$ cat src/rtl/uart_rx_pkg.sv
`default_nettype none
// ============================================================================
// Module   : uart_rx_pkg
// Purpose  : Shared UART definitions: FSM state encoding and parity types.
//            Used by both the receive and transmit controllers.
// Revision : 1.0 - initial release
// ============================================================================
package uart_rx_pkg;

  // Frame-level FSM encoding
  localparam int unsigned c_STATE_W = 3;
  typedef logic [c_STATE_W-1:0] state_t;

  localparam state_t c_ST_IDLE   = 3'd0;
  localparam state_t c_ST_START  = 3'd1;
  localparam state_t c_ST_DATA   = 3'd2;
  localparam state_t c_ST_PARITY = 3'd3;
  localparam state_t c_ST_STOP   = 3'd4;

  // Parity type selector values
  localparam logic PAR_EVEN = 1'b0;
  localparam logic PAR_ODD  = 1'b1;

endpackage
`default_nettype wire

$ cat src/rtl/uart_rx_ctrl_if.sv
`default_nettype none
// ============================================================================
// Module   : uart_rx_ctrl_if
// Purpose  : Bundles the sampler link (enable, edge index, voted bit) and the
//            received-byte result bus of the UART receive controller.
// Revision : 1.0 - initial release
// ============================================================================
interface uart_rx_ctrl_if #(
  parameter int DATA_WIDTH = 8,
  parameter int PRESC_W    = 6
);

  logic                  sampler_en;
  logic [PRESC_W-1:0]    edge_cnt;
  logic                  sampled_bit;
  logic [DATA_WIDTH-1:0] p_data;
  logic                  data_valid;
  logic                  par_err;
  logic                  stp_err;

  // Controller side
  modport master (
    output sampler_en, edge_cnt, p_data, data_valid, par_err, stp_err,
    input  sampled_bit
  );

  // Sampler / consumer side
  modport slave (
    input  sampler_en, edge_cnt, p_data, data_valid, par_err, stp_err,
    output sampled_bit
  );

endinterface
`default_nettype wire

$ cat src/rtl/uart_rx_edge_bit_cnt.sv
`default_nettype none
// ============================================================================
// Module   : uart_rx_edge_bit_cnt
// Purpose  : Oversampling edge counter (0..prescale-1) and bit counter for
//            the UART receiver. bit_end flags the last edge of a bit.
// Revision : 1.0 - initial release
// ============================================================================
module uart_rx_edge_bit_cnt #(
  parameter int PRESC_W   = 6,
  parameter int BIT_CNT_W = 4
) (
  input  wire logic                 clk,
  input  wire logic                 rst,
  input  wire logic                 enable,
  input  wire logic [PRESC_W-1:0]   prescale,
  output logic      [PRESC_W-1:0]   edge_cnt,
  output logic      [BIT_CNT_W-1:0] bit_cnt,
  output logic                      bit_end
);

  localparam logic [PRESC_W-1:0] c_ONE = {{(PRESC_W-1){1'b0}}, 1'b1};

  logic [PRESC_W-1:0]   r_edge_cnt;
  logic [BIT_CNT_W-1:0] r_bit_cnt;
  logic [PRESC_W-1:0]   w_last;

  // '>=' rather than '==' so a prescale shrunk mid-frame still wraps the count
  assign w_last  = prescale - c_ONE;
  assign bit_end = enable && (r_edge_cnt >= w_last);

  // Edge counter wraps at the bit end and advances the bit counter; both held at 0 while disabled
  always_ff @(posedge clk or negedge rst) begin
    if (!rst) begin
      r_edge_cnt <= '0;
      r_bit_cnt  <= '0;
    end else if (!enable) begin
      r_edge_cnt <= '0;
      r_bit_cnt  <= '0;
    end else if (bit_end) begin
      r_edge_cnt <= '0;
      r_bit_cnt  <= r_bit_cnt + 1'b1;
    end else begin
      r_edge_cnt <= r_edge_cnt + c_ONE;
    end
  end

  assign edge_cnt = r_edge_cnt;
  assign bit_cnt  = r_bit_cnt;

endmodule
`default_nettype wire

$ cat src/rtl/uart_rx_ctrl.sv
`default_nettype none
// ============================================================================
// Module   : uart_rx_ctrl
// Purpose  : UART receive controller. Detects the start bit, drives the
//            majority-vote sampler, deserializes LSB-first, checks parity
//            and stop bit, and pulses data_valid for each error-free byte.
// Revision : 1.0 - initial release
// ============================================================================
module uart_rx_ctrl
  import uart_rx_pkg::*;
#(
  parameter int DATA_WIDTH = 8,
  parameter int PRESC_W    = 6
) (
  input  wire logic               clk,
  input  wire logic               rst,
  input  wire logic               rx_in,
  input  wire logic [PRESC_W-1:0] prescale,
  input  wire logic               par_en,
  input  wire logic               par_typ,
  uart_rx_ctrl_if.master          bus
);

  localparam int                     c_BIT_CNT_W = $clog2(DATA_WIDTH + 1);
  // Bit counter reads 1 during the first data bit (the start bit is bit 0)
  localparam logic [c_BIT_CNT_W-1:0] c_LAST_DATA = c_BIT_CNT_W'(DATA_WIDTH);

  state_t                  r_state;
  state_t                  w_next;
  logic                    w_sampler_en;
  logic                    w_start_entry;
  logic                    w_shift;
  logic                    w_par_chk;
  logic                    w_stp_chk;
  logic                    w_par_exp;
  logic                    w_bit_end;
  logic [PRESC_W-1:0]      w_edge_cnt;
  logic [c_BIT_CNT_W-1:0]  w_bit_cnt;
  logic [DATA_WIDTH-1:0]   r_shreg;
  logic [DATA_WIDTH-1:0]   r_p_data;
  logic                    r_data_valid;
  logic                    r_par_err;
  logic                    r_stp_err;

  uart_rx_edge_bit_cnt #(
    .PRESC_W   (PRESC_W),
    .BIT_CNT_W (c_BIT_CNT_W)
  ) u_edge_bit_cnt (
    .clk      (clk),
    .rst      (rst),
    .enable   (w_sampler_en),
    .prescale (prescale),
    .edge_cnt (w_edge_cnt),
    .bit_cnt  (w_bit_cnt),
    .bit_end  (w_bit_end)
  );

  // FSM state register
  always_ff @(posedge clk or negedge rst) begin
    if (!rst) r_state <= c_ST_IDLE;
    else      r_state <= w_next;
  end

  // FSM next-state logic; every non-IDLE state leaves at a bit end, so a frame always terminates
  always_comb begin
    w_next = r_state;
    case (r_state)
      c_ST_IDLE:   if (!rx_in)    w_next = c_ST_START;
      c_ST_START:  if (w_bit_end) w_next = bus.sampled_bit ? c_ST_IDLE : c_ST_DATA;
      c_ST_DATA:   if (w_bit_end && (w_bit_cnt >= c_LAST_DATA))
                                  w_next = par_en ? c_ST_PARITY : c_ST_STOP;
      c_ST_PARITY: if (w_bit_end) w_next = c_ST_STOP;
      c_ST_STOP:   if (w_bit_end) w_next = c_ST_IDLE;
      default:                    w_next = c_ST_IDLE;
    endcase
  end

  // FSM outputs: sampler enable and per-state bit-end strobes
  always_comb begin
    w_sampler_en  = (r_state != c_ST_IDLE);
    w_start_entry = (r_state == c_ST_IDLE)   && !rx_in;
    w_shift       = (r_state == c_ST_DATA)   && w_bit_end;
    w_par_chk     = (r_state == c_ST_PARITY) && w_bit_end;
    w_stp_chk     = (r_state == c_ST_STOP)   && w_bit_end;
  end

  // Expected parity bit for the assembled byte
  always_comb begin
    w_par_exp = ^r_shreg;
    case (par_typ)
      PAR_EVEN: w_par_exp = ^r_shreg;
      PAR_ODD:  w_par_exp = ~^r_shreg;
      default:  w_par_exp = ^r_shreg;
    endcase
  end

  // LSB-first deserializer: each new bit enters at the MSB and shifts down
  always_ff @(posedge clk or negedge rst) begin
    if (!rst)         r_shreg <= '0;
    else if (w_shift) r_shreg <= {bus.sampled_bit, r_shreg[DATA_WIDTH-1:1]};
  end

  // Sticky per-frame error flags, cleared on entry to START
  always_ff @(posedge clk or negedge rst) begin
    if (!rst) begin
      r_par_err <= 1'b0;
      r_stp_err <= 1'b0;
    end else if (w_start_entry) begin
      r_par_err <= 1'b0;
      r_stp_err <= 1'b0;
    end else begin
      if (w_par_chk && (bus.sampled_bit != w_par_exp)) r_par_err <= 1'b1;
      if (w_stp_chk && !bus.sampled_bit)               r_stp_err <= 1'b1;
    end
  end

  // Byte hand-off: one-cycle valid after a clean stop bit; p_data holds between good frames
  always_ff @(posedge clk or negedge rst) begin
    if (!rst) begin
      r_data_valid <= 1'b0;
      r_p_data     <= '0;
    end else begin
      r_data_valid <= w_stp_chk && bus.sampled_bit && !r_par_err;
      if (w_stp_chk && bus.sampled_bit && !r_par_err) r_p_data <= r_shreg;
    end
  end

  assign bus.sampler_en = w_sampler_en;
  assign bus.edge_cnt   = w_edge_cnt;
  assign bus.p_data     = r_p_data;
  assign bus.data_valid = r_data_valid;
  assign bus.par_err    = r_par_err;
  assign bus.stp_err    = r_stp_err;

endmodule
`default_nettype wire

$ cat src/flat_wrapper.sv
// flat-port wrapper written by rule: the top's interface ports become plain ports
module uart_rx_ctrl_flat import uart_rx_pkg::*;
#(
  parameter int DATA_WIDTH = 8,
  parameter int PRESC_W    = 6
)
  (clk, rst, rx_in, prescale, par_en, par_typ, bus_sampler_en, bus_edge_cnt, bus_p_data, bus_data_valid, bus_par_err, bus_stp_err, bus_sampled_bit);
  uart_rx_ctrl_if #(.DATA_WIDTH(DATA_WIDTH), .PRESC_W(PRESC_W)) bus_i ();
  input  wire logic clk;
  input  wire logic rst;
  input  wire logic rx_in;
  input  wire logic [PRESC_W-1:0] prescale;
  input  wire logic par_en;
  input  wire logic par_typ;
  output wire logic [$bits(bus_i.sampler_en)-1:0] bus_sampler_en;
  output wire logic [$bits(bus_i.edge_cnt)-1:0] bus_edge_cnt;
  output wire logic [$bits(bus_i.p_data)-1:0] bus_p_data;
  output wire logic [$bits(bus_i.data_valid)-1:0] bus_data_valid;
  output wire logic [$bits(bus_i.par_err)-1:0] bus_par_err;
  output wire logic [$bits(bus_i.stp_err)-1:0] bus_stp_err;
  input wire logic [$bits(bus_i.sampled_bit)-1:0] bus_sampled_bit;
  assign bus_sampler_en = bus_i.sampler_en;
  assign bus_edge_cnt = bus_i.edge_cnt;
  assign bus_p_data = bus_i.p_data;
  assign bus_data_valid = bus_i.data_valid;
  assign bus_par_err = bus_i.par_err;
  assign bus_stp_err = bus_i.stp_err;
  assign bus_i.sampled_bit = bus_sampled_bit;
  uart_rx_ctrl #(.DATA_WIDTH(DATA_WIDTH), .PRESC_W(PRESC_W)) u_core (.clk(clk), .rst(rst), .rx_in(rx_in), .prescale(prescale), .par_en(par_en), .par_typ(par_typ), .bus(bus_i));
endmodule
$ cat config.mk
export PLATFORM = sky130hd
export DESIGN_NAME = uart_rx_ctrl_flat
export DESIGN_NICKNAME = d
export VERILOG_FILES = /design/src/rtl/uart_rx_pkg.sv /design/src/rtl/uart_rx_ctrl_if.sv /design/src/rtl/uart_rx_edge_bit_cnt.sv /design/src/rtl/uart_rx_ctrl.sv /design/src/flat_wrapper.sv
export SDC_FILE = /design/constraint.sdc
export NUM_CORES = 1
export LEC_CHECK = 0
export CORE_UTILIZATION = 41
export DETAILED_ROUTE_END_ITERATION = 6
export GPL_ROUTABILITY_DRIVEN = 0
export MAX_ROUTING_LAYER = met4
export PLACE_DENSITY = 0.69
export SYNTH_ARGS = -nofsm -noshare
export SYNTH_HDL_FRONTEND = slang
export SYNTH_SLANG_ARGS = --single-unit
$ cat constraint.sdc
create_clock -name clk -period 2.4 [get_ports clk]
set_input_delay 0.72 -clock clk [delete_from_list [all_inputs] [get_ports clk]]
set_output_delay 0.72 -clock clk [all_outputs]
set_load 0.01 [all_outputs]
Yosys cells after proc, flatten, opt, wreduce, memory -nomap -nowiden --
Cells that the tools add are included.
Storage, ports and cells: input bits 12, output and inout bits 18, word-level logic and storage cells 62, register bits 32
Operators by class: add/sub/neg operators 3, bitwise logic cells 1, magnitude comparators 2, reductions and logical operators 20, eq/ne operators 11, muxes and demuxes 17
Operators by type and width (count):
- 2-to-1 mux 3 bit | 6
- case mux 3 bit (5 select lines) | 1
- 2-to-1 mux 6 bit | 2
- logical AND 1 bit | 10
- inequality test 2 x 1 -> 1 bit (second input constant) | 5
- 2-to-1 mux 4 bit | 2
- XNOR reduction 8 bit | 1
- XOR reduction 8 bit | 1
- adder 6 x 1 -> 6 bit (second input constant) | 1
- == test 3 x 2 -> 1 bit (second input constant) | 2
- >= comparator 6 bit | 1
- subtractor 6 x 1 -> 6 bit (second input constant) | 1
- AND reduction 5 bit | 1
- adder 4 x 1 -> 4 bit (second input constant) | 1
- >= comparator 4 bit (second input constant) | 1
- 2-to-1 mux 1 bit | 4
- nonzero test 2 bit | 2
- == test 3 x 1 -> 1 bit (second input constant) | 1
- == test 3 bit (second input constant) | 1
- zero test 1 bit | 3
- zero test 3 bit | 1
- nonzero test 3 bit | 1
- 2-to-1 mux 2 bit | 1
- inequality test 2 bit (second input constant) | 1
- 3 further kinds | 3

Depth between registers and ports, before layout --
Gate-level depths: netlist of run 1.
depth after elaboration 7, depth in mapped cells 11, gate-level depth less buffers 10

Hierarchy --
A second synthesis of run 1 with hierarchy kept.
Unflattened totals: cell total of the unflattened synthesis 163, area total of the unflattened synthesis 1824.2 µm²
By module, submodules not included:
- uart_rx_ctrl | times used 1, cells each 81, seq. area each 550.5 µm², area each 1053.5 µm²
- uart_rx_edge_bit_cnt | times used 1, cells each 82, seq. area each 250.2 µm², area each 770.7 µm²

Least setup slack after synthesis of run 1 --
No wires, ideal clock.
path type input to register, from input port prescale[2], to register u_core.r_p_data[0], in the netlist u_core.bus.p_data[0], cell stages on the path 10, required time 2275 ps, setup time 125 ps, buffers on the path 1, arrival 2927 ps, path slack -652 ps, cell sequence or3_1 nor3_1 xnor2_1 ha_1 nand2_1 o21ai_1 a21oi_2 or4b_4 buf_6 mux2_4
On the way: cells in the longest elaborated chain, start to end 6
Ends and longest elaborated chain:
- from (decl) | RTL line flat_wrapper.sv:12 | input wire logic [PRESC_W-1:0] prescale;
- subtractor 6 x 1 -> 6 bit | RTL line uart_rx_edge_bit_cnt.sv:28 | assign w_last = prescale - c_ONE;
- >= comparator 6 bit | RTL line uart_rx_edge_bit_cnt.sv:29 | assign bit_end = enable && (r_edge_cnt >= w_last);
- logical AND 1 bit | RTL line uart_rx_edge_bit_cnt.sv:29
- logical AND 1 bit | RTL line uart_rx_ctrl.sv:84 | w_stp_chk = (r_state == c_ST_STOP) && w_bit_end;
- logical AND 1 bit (2 in a row) | RTL line uart_rx_ctrl.sv:124 | if (w_stp_chk && bus.sampled_bit && !r_par_err) r_p_data <= r_shreg;
- to (signal assigned) | RTL line uart_rx_ctrl.sv:124
- to (decl) | RTL line uart_rx_ctrl.sv:40 | logic [DATA_WIDTH-1:0] r_p_data;
No other way between the ends. A chain may end at the register's enable or synchronous reset.

Final worst setup path of run 1 --
from input port prescale[2], to register u_core.r_p_data[6], in the netlist u_core.bus.p_data[6]
The elaborated chain is that of the path after synthesis.

==> results of run 1 <==
==> per-layer routing <==
metal | GRT usage, % | wire length, µm
met3 | 5.52 | 143
met1 | 23.3 | 1600
met2 | 31.3 | 1750
met5 | - | 0
met4 | 6.65 | 57
==> power by group through the flow <==
stage / registers (mW) / clock network (mW) / logic, mW
finish: 0.768 / 0.510 / 0.701
global placement: 0.756 / 0 / 0.607
floorplan: 0.721 / 0 / 0.417
global route: 0.784 / 0.554 / 0.779
CTS: 0.761 / 0.518 / 0.692
detailed placement: 0.764 / 0 / 0.631
==> timing repair <==
item | 4_1_cts | 5_1_grt
cloned | 1 | 0
setup buffers | 5 | 0
endpoints found under the setup margin | 33 | 33
gates resized for setup | 27 | 10
pin swaps | 12 | 10
==> state kept, by name (all words and copies together) (netlist names) <==
name and count:
u_core.u_edge_bit_cnt.bit_cnt 4, u_core.r_state 3, u_core.bus.p_data 8, u_core.bus.stp_err 1, u_core.bus.data_valid 1, u_core.bus.par_err 1, u_core.r_shreg 8, u_core.u_edge_bit_cnt.edge_cnt 6
==> Yosys cell counts, types with 2 or more instances <==
cell,number
xor2_1,5
nand2_1,9
nand3_1,3
ha_1,10
a21o_1,2
mux2_2,8
mux2_4,8
inv_1,10
xnor2_1,11
or3_1,4
nor3_1,6
dfrtp_1,32
a21oi_1,6
o21bai_1,2
nor2_1,11
clkbuf_1,3
o21ai_0,2
nand2b_1,2
o22a_1,2
==> cell families (layout without fill, tap and decap cells) <==
logic type	Yosys count	after routing	share of synthesized area [%]
AO/OA/AOI/OAI	21	21	8.21
XOR/XNOR	17	17	9.62
adder cells (fa/ha/maj)	10	10	7.40
buffers and inverters	14	60	3.55
flip-flops	32	32	47.3
multiplexers	16	16	12.4
AND/OR/NAND/NOR	39	40	11.5
==> cell type report <==
type / instances / area [µm²]
Clock buffer: 5 / 68.8
Clock inverter: 3 / 42.5
Fill cell: 301 / 1440
Inverter: 10 / 37.5
Multi-Input combinational cell: 104 / 938
Sequential cell: 32 / 803
Tap cell: 48 / 60.1
Timing Repair Buffer: 42 / 409
==> worst paths after layout <==
kind	slack, ps	depth (start not counted)	from	to
worst max-delay path	-480	10	prescale[2]	u_core.bus.p_data[6]
worst min-delay path	510	1	u_core.bus.stp_err	u_core.bus.stp_err
worst max register to register	260	6	u_core.u_edge_bit_cnt.edge_cnt[3]	u_core.bus.p_data[6]
worst min register to register	510	1	u_core.bus.stp_err	u_core.bus.stp_err
max in group asynchronous	1240	2	rst	u_core.r_state[1]
min in group asynchronous	840	2	rst	u_core.bus.data_valid
==> worst max-delay path: cells and delay by family <==
kind                     cells  cell delay (ps)
AO/OA/AOI/OAI                3              330
XOR/XNOR                     1              140
AND/OR/NAND/NOR              2              990
buffers and inverters        2              220
adder cells (fa/ha/maj)      1              320
multiplexers                 1              320
==> results.py, run 1 <==
metrics = {
    "timing": {
        "rsz0062_at_grt": "yes",
        "timing.hold.ws_ps": 505,
        "setup_viol": 31,
        "final_max_slew_viol_count": 0,
        "setup_ws_ps": -484,
        "fin_skew_ps": 8.27,
        "relSlewSlack_pct": 51.2,
        "hold_viol": 0,
        "period_share_pct": 120,
        "max_freq_mhz": 347,
        "finalSetupTns_ps": -8810,
        "worstMarginPinSlew_ps": 713,
        "period_needed_ps": 2880,
    },
    "finish": {
        "nNetsFinal": 217,
        "final_cell_mix": "30 x dfrtp_1, 23 x clkdlybuf4s50_1, 11 x xnor2_1",
        "stdcell_count": 244,
        "final_common_cell": "dfrtp_1",
        "final_util_pct": 62.1,
        "drive_gt1_share_pct": 30.6,
        "area_growth_pct": 39.5,
        "antenna_cells": 0,
        "stdcell_area_um2": 2360,
    },
    "die": {
        "core-area_um2": 3800,
        "die_area_um2": 4390,
        "std_cell_rows": 22,
        "ios": 30,
        "fp.dieH_um": 66.2,
        "die_w_um": 66.2,
        "start_util_pct": 44.5,
    },
    "power": {
        "total_power_mw": 1.98,
        "switching_share_pct": 34.0,
        "p_per_area_nw_per_um2": 838,
        "p_int_mw": 1.31,
        "clock_power_share_pct": 25.8,
        "ir_drop_mv": 0.600,
        "seqPwrFrac_pct": 38.8,
        "comb_power_share_pct": 35.4,
        "p_leak_nw": 1.12,
        "switchingPower_mw": 0.673,
    },
    "critical_path": {
        "crit_arrival_ps": 3050,
        "cp-end-kind": "flop",
        "crit_chain": "buf_6 -> or3_4 -> buf_6 -> xor2_2 -> ha_1 -> a21oi_2 -> o21ai_4 -> a21oi_4 -> or4b_4 -> mux2_4",
        "cp_common_cell": "buf_6",
        "path_class": "primary input to flop",
        "critPathMaxFanout": 5,
        "critical_path_required_ps": 2560,
        "slowest_delay_ps": 590,
        "worst_path_max_delay_cell": "or4b_4",
        "startpoint_type": "primary input",
    },
    "placement": {
        "dpl.hpwl_um": 2420,
        "placed_area_um2": 2100,
        "dp.cells": 230,
        "place_ws_ps": -1070,
        "io_buffers": 29,
    },
    "clock_tree": {
        "clk_path_buf_depth": 2,
        "clk_pin_slew_worst_paths_ps": 70,
        "cts_buffers": 5,
        "postCtsHoldBufs": 0,
        "cts.sinks": 32,
        "clock_latency_ps": 280,
        "h-tree-depth": 2,
        "clockRootBuffer": "clkbuf_8",
        "cts_tree": "yes",
    },
    "route": {
        "vias_per_cell": 5.23,
        "drt_wl_total_um": 3550,
        "drcViolationCount": 0,
        "firstDrtPassIters": 4,
        "vias": 1277,
        "post_drt_wl_per_cell_um": 14.5,
        "final_antenna_net_count": 0,
        "initialDrtViolationCount": 55,
    },
    "grt": {
        "grt_overflow": 0,
        "grt_pass1_wl_um": 6150,
        "grt_use_total_pct": 19.4,
        "antenna_found_initial": 0,
        "grt_pass1_vias": 1340,
        "grt_max_degree": 33,
    },
    "synth": {
        "synth_cell_types": 32,
        "yosysWarningCount": 0,
        "synth-edff-count": 0,
        "synth_top_area_share_pct": 47.3,
        "ys_top_cells_by_area": "dfrtp_1 47%, ha_1 7.4%, mux2_4 7.1%",
        "netlist.top_cell.by_area": "dfrtp_1",
        "synth_seq_area_share_pct": 47.3,
        "syn_area_per_cell_um2": 11.4,
        "synth_nets": 171,
        "netlist_instances": 149,
        "ys_ff_latch": 32,
        "ys.flop_type": "dfrtp_1",
        "synth_area_um2": 1690,
        "async_flop_share_pct": 100,
    },
    "flow_run": {
        "cap_violations": 0,
    },
    "worst_hold_path": {
        "hp-class": "flop to flop",
    },
    "run_status": {
        "status": "finished with violations",
        "violations": "setup timing",
    },
}
(Power assumes the default switching activity.)
==> run 2, diff against run 1 <==
Settings changed: RECOVER_POWER from default to 100.
==> results.py, run 2 (synthesized netlist as in run 1, its figures left out) <==
metrics = {
    "run_status": {
        "status": "finished with violations",
        "violations": "setup timing",
    },
    "route": {
        "drt_wl_total_um": 3530,
        "final_antenna_net_count": 0,
        "initialDrtViolationCount": 47,
        "post_drt_wl_per_cell_um": 14.5,
        "vias_per_cell": 5.23,
        "drcViolationCount": 0,
        "vias": 1276,
        "firstDrtPassIters": 4,
    },
    "critical_path": {
        "startpoint_type": "primary input",
        "critical_path_required_ps": 2560,
        "critPathMaxFanout": 5,
        "crit_arrival_ps": 3050,
        "path_class": "primary input to flop",
        "cp-end-kind": "flop",
    },
    "timing": {
        "hold_viol": 0,
        "final_max_slew_viol_count": 0,
        "period_share_pct": 120,
        "setup_ws_ps": -484,
        "max_freq_mhz": 347,
        "worstMarginPinSlew_ps": 785,
        "period_needed_ps": 2880,
        "timing.hold.ws_ps": 499,
        "relSlewSlack_pct": 47.7,
        "setup_viol": 31,
        "fin_skew_ps": 7.50,
        "rsz0062_at_grt": "yes",
    },
    "die": {
        "core-area_um2": 3800,
        "die_area_um2": 4390,
        "std_cell_rows": 22,
        "start_util_pct": 44.5,
        "ios": 30,
        "die_w_um": 66.2,
        "fp.dieH_um": 66.2,
    },
    "power": {
        "switchingPower_mw": 0.670,
        "p_per_area_nw_per_um2": 832,
        "seqPwrFrac_pct": 39.1,
        "ir_drop_mv": 0.599,
        "p_int_mw": 1.29,
        "switching_share_pct": 34.2,
        "comb_power_share_pct": 35.0,
        "p_leak_nw": 1.17,
        "clock_power_share_pct": 26.0,
        "total_power_mw": 1.96,
    },
    "placement": {
        "dpl.hpwl_um": 2420,
        "io_buffers": 29,
    },
    "clock_tree": {
        "cts_tree": "yes",
        "clock_latency_ps": 280,
        "clockRootBuffer": "clkbuf_8",
        "cts.sinks": 32,
        "cts_buffers": 5,
        "h-tree-depth": 2,
        "postCtsHoldBufs": 0,
        "clk_pin_slew_worst_paths_ps": 70,
        "clk_path_buf_depth": 2,
    },
    "grt": {
        "grt_use_total_pct": 19.4,
        "antenna_found_initial": 0,
        "grt_pass1_vias": 1340,
        "grt_overflow": 0,
        "grt_pass1_wl_um": 6150,
        "grt_max_degree": 33,
    },
    "finish": {
        "nNetsFinal": 217,
        "final_common_cell": "dfrtp_1",
        "area_growth_pct": 39.3,
        "drive_gt1_share_pct": 30.6,
        "final_cell_mix": "30 x dfrtp_1, 18 x dlygate4sd3_1, 11 x xnor2_1",
        "fillers": 302,
        "antenna_cells": 0,
    },
    "worst_hold_path": {
        "hp-class": "flop to flop",
    },
    "flow_run": {
        "cap_violations": 0,
    },
}
[run 2: changes by cell type in the layout (fill, tap and decap cells not counted)]
cell / before / now
buf_4: 10 / 9
clkdlybuf4s50_1: 23 / 5
dlygate4sd3_1: 0 / 18
clkbuf_2: 0 / 1
[run 2: power groups by stage]
stage / logic (mW) / clock network [mW] / registers, mW
final: 0.686 / 0.509 / 0.766
after global placement: 0.607 / 0 / 0.756
after floorplan: 0.417 / 0 / 0.721
after CTS: 0.692 / 0.518 / 0.761
after global routing: 0.765 / 0.554 / 0.782
after detailed placement: 0.631 / 0 / 0.764
[run 2: layout make-up]
type | instances | area, µm² | share of cell area [%]
sequential | 32 | 803 | 34.1
inverter | 10 | 37.5 | 1.59
multi-input combinational | 104 | 938 | 39.8
clock inverter | 3 | 42.5 | 1.80
timing repair buffer | 42 | 407 | 17.3
tap | 48 | 60.1 | 2.55
clock buffer | 5 | 68.8 | 2.92
[run 2: worst paths after layout]
| path | start | end | slack, ps | depth (start not counted) |
|---|---|---|---|---|
| worst max-delay path | prescale[2] | u_core.bus.p_data[6] | -480 | 10 |
| worst min-delay path | u_core.bus.stp_err | u_core.bus.stp_err | 500 | 1 |
| worst max register to register | u_core.u_edge_bit_cnt.edge_cnt[3] | u_core.bus.p_data[6] | 260 | 6 |
| worst min register to register | u_core.bus.stp_err | u_core.bus.stp_err | 500 | 1 |
| max in group asynchronous | rst | u_core.r_state[1] | 790 | 2 |
| min in group asynchronous | rst | u_core.bus.data_valid | 1050 | 2 |
[run 2: through the flow]
| step | worst slack, ps | TNS (ps) | instance area [µm²] | util [%] | std cells |
|---|---|---|---|---|---|
| finish | -484 | -8790 | 2360 | 62.1 | 244 |
| global route | -522 | -11320 | 2360 | 62.1 | 244 |
| CTS | -445 | -9430 | 2320 | 61.1 | 244 |
| detailed placement | -1070 | -27430 | 2100 | 55.2 | 230 |
| global placement | -1040 | -26010 | 2100 | 55.2 | 230 |
| floorplan | -548 | -9720 | 1720 | - | 149 |
[run 2: routing by layer]
metal  global-route usage, %  up-vias  part of all wire, %
li1                        -      608                    -
met1                    23.3      628                   45
met2                    31.3       33                   49
met3                    5.52        7                  4.2
met4                    6.65        0                  1.6
met5                       -        -                    0
[run 2: timing repair]
action                     CTS  global route
setup endpoints to repair   33            33
pin swaps                   12            10
resized for setup           27            10
buffers inserted             5             0
cloned                       1             0
[run 2: worst max-delay path, stage by stage]
cell	delay [ps]
buf_6	90
or3_4	400
buf_6	130
xor2_2	140
ha_1	320
a21oi_2	90
o21ai_4	180
a21oi_4	60
or4b_4	590
mux2_4	320
==> run 3, diff against run 2 <==
Settings changed: CORE_MARGIN from default to 4.
==> results.py, run 3 (synthesized netlist as in run 1, its figures left out) <==
metrics = {
    "run_status": {
        "status": "finished with violations",
        "violations": "setup timing",
    },
    "worst_hold_path": {
        "hp-class": "flop to flop",
        "hp-start": "u_core.bus.stp_err",
        "hold_path_depth": 1,
        "worstHoldEndpoint": "u_core.bus.stp_err",
    },
    "critical_path": {
        "critPathMaxFanout": 5,
        "r2r_end": "u_core.bus.p_data[4]",
        "cp_common_cell": "buf_6",
        "critical_path_required_ps": 2560,
        "slowest_delay_ps": 610,
        "critPathTopFamily": "simple AND/OR/NAND/NOR gates",
        "r2r_cells": 6,
        "crit_arrival_ps": 3110,
        "worst_path_max_delay_cell": "or4b_4",
        "path_buf_inv": 2,
        "reg2reg_slack_ps": 210,
        "startpoint_type": "primary input",
        "path_class": "primary input to flop",
        "cp-end-kind": "flop",
        "crit_chain": "buf_6 -> or3_4 -> buf_6 -> xor2_2 -> ha_1 -> a21oi_2 -> o21ai_4 -> a21oi_4 -> or4b_4 -> mux2_4",
        "r2r_start": "u_core.u_edge_bit_cnt.edge_cnt[3]",
    },
    "timing": {
        "period_share_pct": 123,
        "fin_skew_ps": 7.52,
        "period_needed_ps": 2940,
        "hold_viol": 0,
        "setup_viol": 32,
        "worstMarginPinSlew_ps": 778,
        "max_freq_mhz": 340,
        "finalSetupTns_ps": -9460,
        "relSlewSlack_pct": 48.1,
        "final_max_slew_viol_count": 0,
        "setup_ws_ps": -545,
        "rsz0062_at_grt": "yes",
    },
    "clock_tree": {
        "clk_pin_slew_worst_paths_ps": 60,
        "cts.sinks": 32,
        "cts_buffers": 5,
        "clock_latency_ps": 280,
        "h-tree-depth": 2,
        "clk_path_buf_depth": 2,
        "cts_tree": "yes",
        "clockRootBuffer": "clkbuf_8",
    },
    "route": {
        "drt_wl_total_um": 3860,
        "vias_per_cell": 5.17,
        "firstDrtPassIters": 5,
        "vias": 1287,
        "final_antenna_net_count": 0,
        "initialDrtViolationCount": 52,
        "post_drt_wl_per_cell_um": 15.5,
        "drcViolationCount": 0,
    },
    "die": {
        "fp.dieH_um": 72.2,
        "start_util_pct": 42.3,
        "core-area_um2": 4000,
        "die_area_um2": 5220,
        "std_cell_rows": 23,
        "die_w_um": 72.2,
        "ios": 30,
    },
    "placement": {
        "placed_area_um2": 2120,
        "io_buffers": 29,
        "dpl.hpwl_um": 2600,
    },
    "finish": {
        "final_common_cell": "dfrtp_1",
        "antenna_cells": 0,
        "area_growth_pct": 42.3,
        "fillers": 312,
        "final_cell_mix": "30 x dfrtp_1, 18 x dlygate4sd3_1, 11 x xnor2_1",
        "final_util_pct": 60.2,
        "drive_gt1_share_pct": 34.2,
        "stdcell_area_um2": 2410,
        "nNetsFinal": 220,
    },
    "flow_run": {
        "cap_violations": 0,
    },
    "power": {
        "p_per_area_nw_per_um2": 813,
        "p_leak_nw": 1.20,
        "total_power_mw": 1.96,
        "ir_drop_mv": 0.431,
    },
    "grt": {
        "grt_pass1_wl_um": 6500,
        "grt_pass1_vias": 1387,
        "antenna_found_initial": 0,
        "grt_use_total_pct": 16.4,
        "grt_max_degree": 33,
        "grt_overflow": 0,
    },
}
==> run 3: final cells by class <==
type / count / area (µm²) / area share [%]
repair buffers: 45 / 440 / 18.3
flip-flops and latches: 32 / 803 / 33.4
well taps: 50 / 62.6 / 2.60
inverters: 10 / 37.5 / 1.56
clock buffers: 6 / 82.6 / 3.43
clock inverters: 2 / 10.0 / 0.416
multi-input cells: 104 / 971 / 40.3
==> run 3: worst register-to-register path, stage by stage, from the launching register on <==
cell and delay (ps):
dfrtp_1 440, ha_1 350, a21oi_2 90, o21ai_4 180
a21oi_4 80, or4b_4 610, mux2_4 330
==> run 3: what timing repair did <==
item / 4_1_cts / 5_1_grt
pin swaps: 10 / 13
gates cloned: 1 / 0
hold buffers: 0 / 0
gates resized for setup: 26 / 22
buffers inserted: 4 / 4
endpoints found under the setup margin: 32 / 33
==> run 3: through the flow <==
| step | setup WS (ps) | instances | hold slack (ps) |
|---|---|---|---|
| 2_1_floorplan | -548 | 149 | 424 |
| 3_3_place_gp | -1040 | 234 | 474 |
| 3_5_place_dp | -1110 | 234 | 488 |
| 4_1_cts | -496 | 247 | 503 |
| 5_1_grt | -622 | 249 | 529 |
| 6_report | -545 | 249 | 490 |
==> run 3: per-layer routing <==
metal  wire (µm)  vias up  track usage (%)  share of wire (%)
met3         173        7             4.02                4.5
met1        1590      632             18.2                 41
met5           0        -                -                  0
met4          63        0             6.47                1.6
met2        2030       36             28.0                 53
li1            -      612                -                  -
==> run 3: where the power goes <==
part	internal [mW]	leakage (nW)	total, mW	switching [mW]
Combinational	0.378	0.712	0.766	0.388
Sequential	0.634	0.432	0.771	0.137
Clock	0.228	0.0510	0.421	0.193
Total	1.24	1.20	1.96	0.718
==> run 3: worst max-delay path by stage <==
stage / start / endpoint / slack (ps) / depth (start not counted)
after floorplan: prescale[2] / u_core.bus.p_data[0] / -550 / 10
after global placement: prescale[2] / u_core.bus.p_data[4] / -1040 / 10
after detailed placement: prescale[1] / u_core.bus.p_data[6] / -1110 / 10
after CTS: prescale[1] / u_core.bus.p_data[4] / -500 / 10
after global routing: prescale[2] / u_core.bus.p_data[4] / -620 / 10
final: prescale[2] / u_core.bus.p_data[4] / -540 / 10
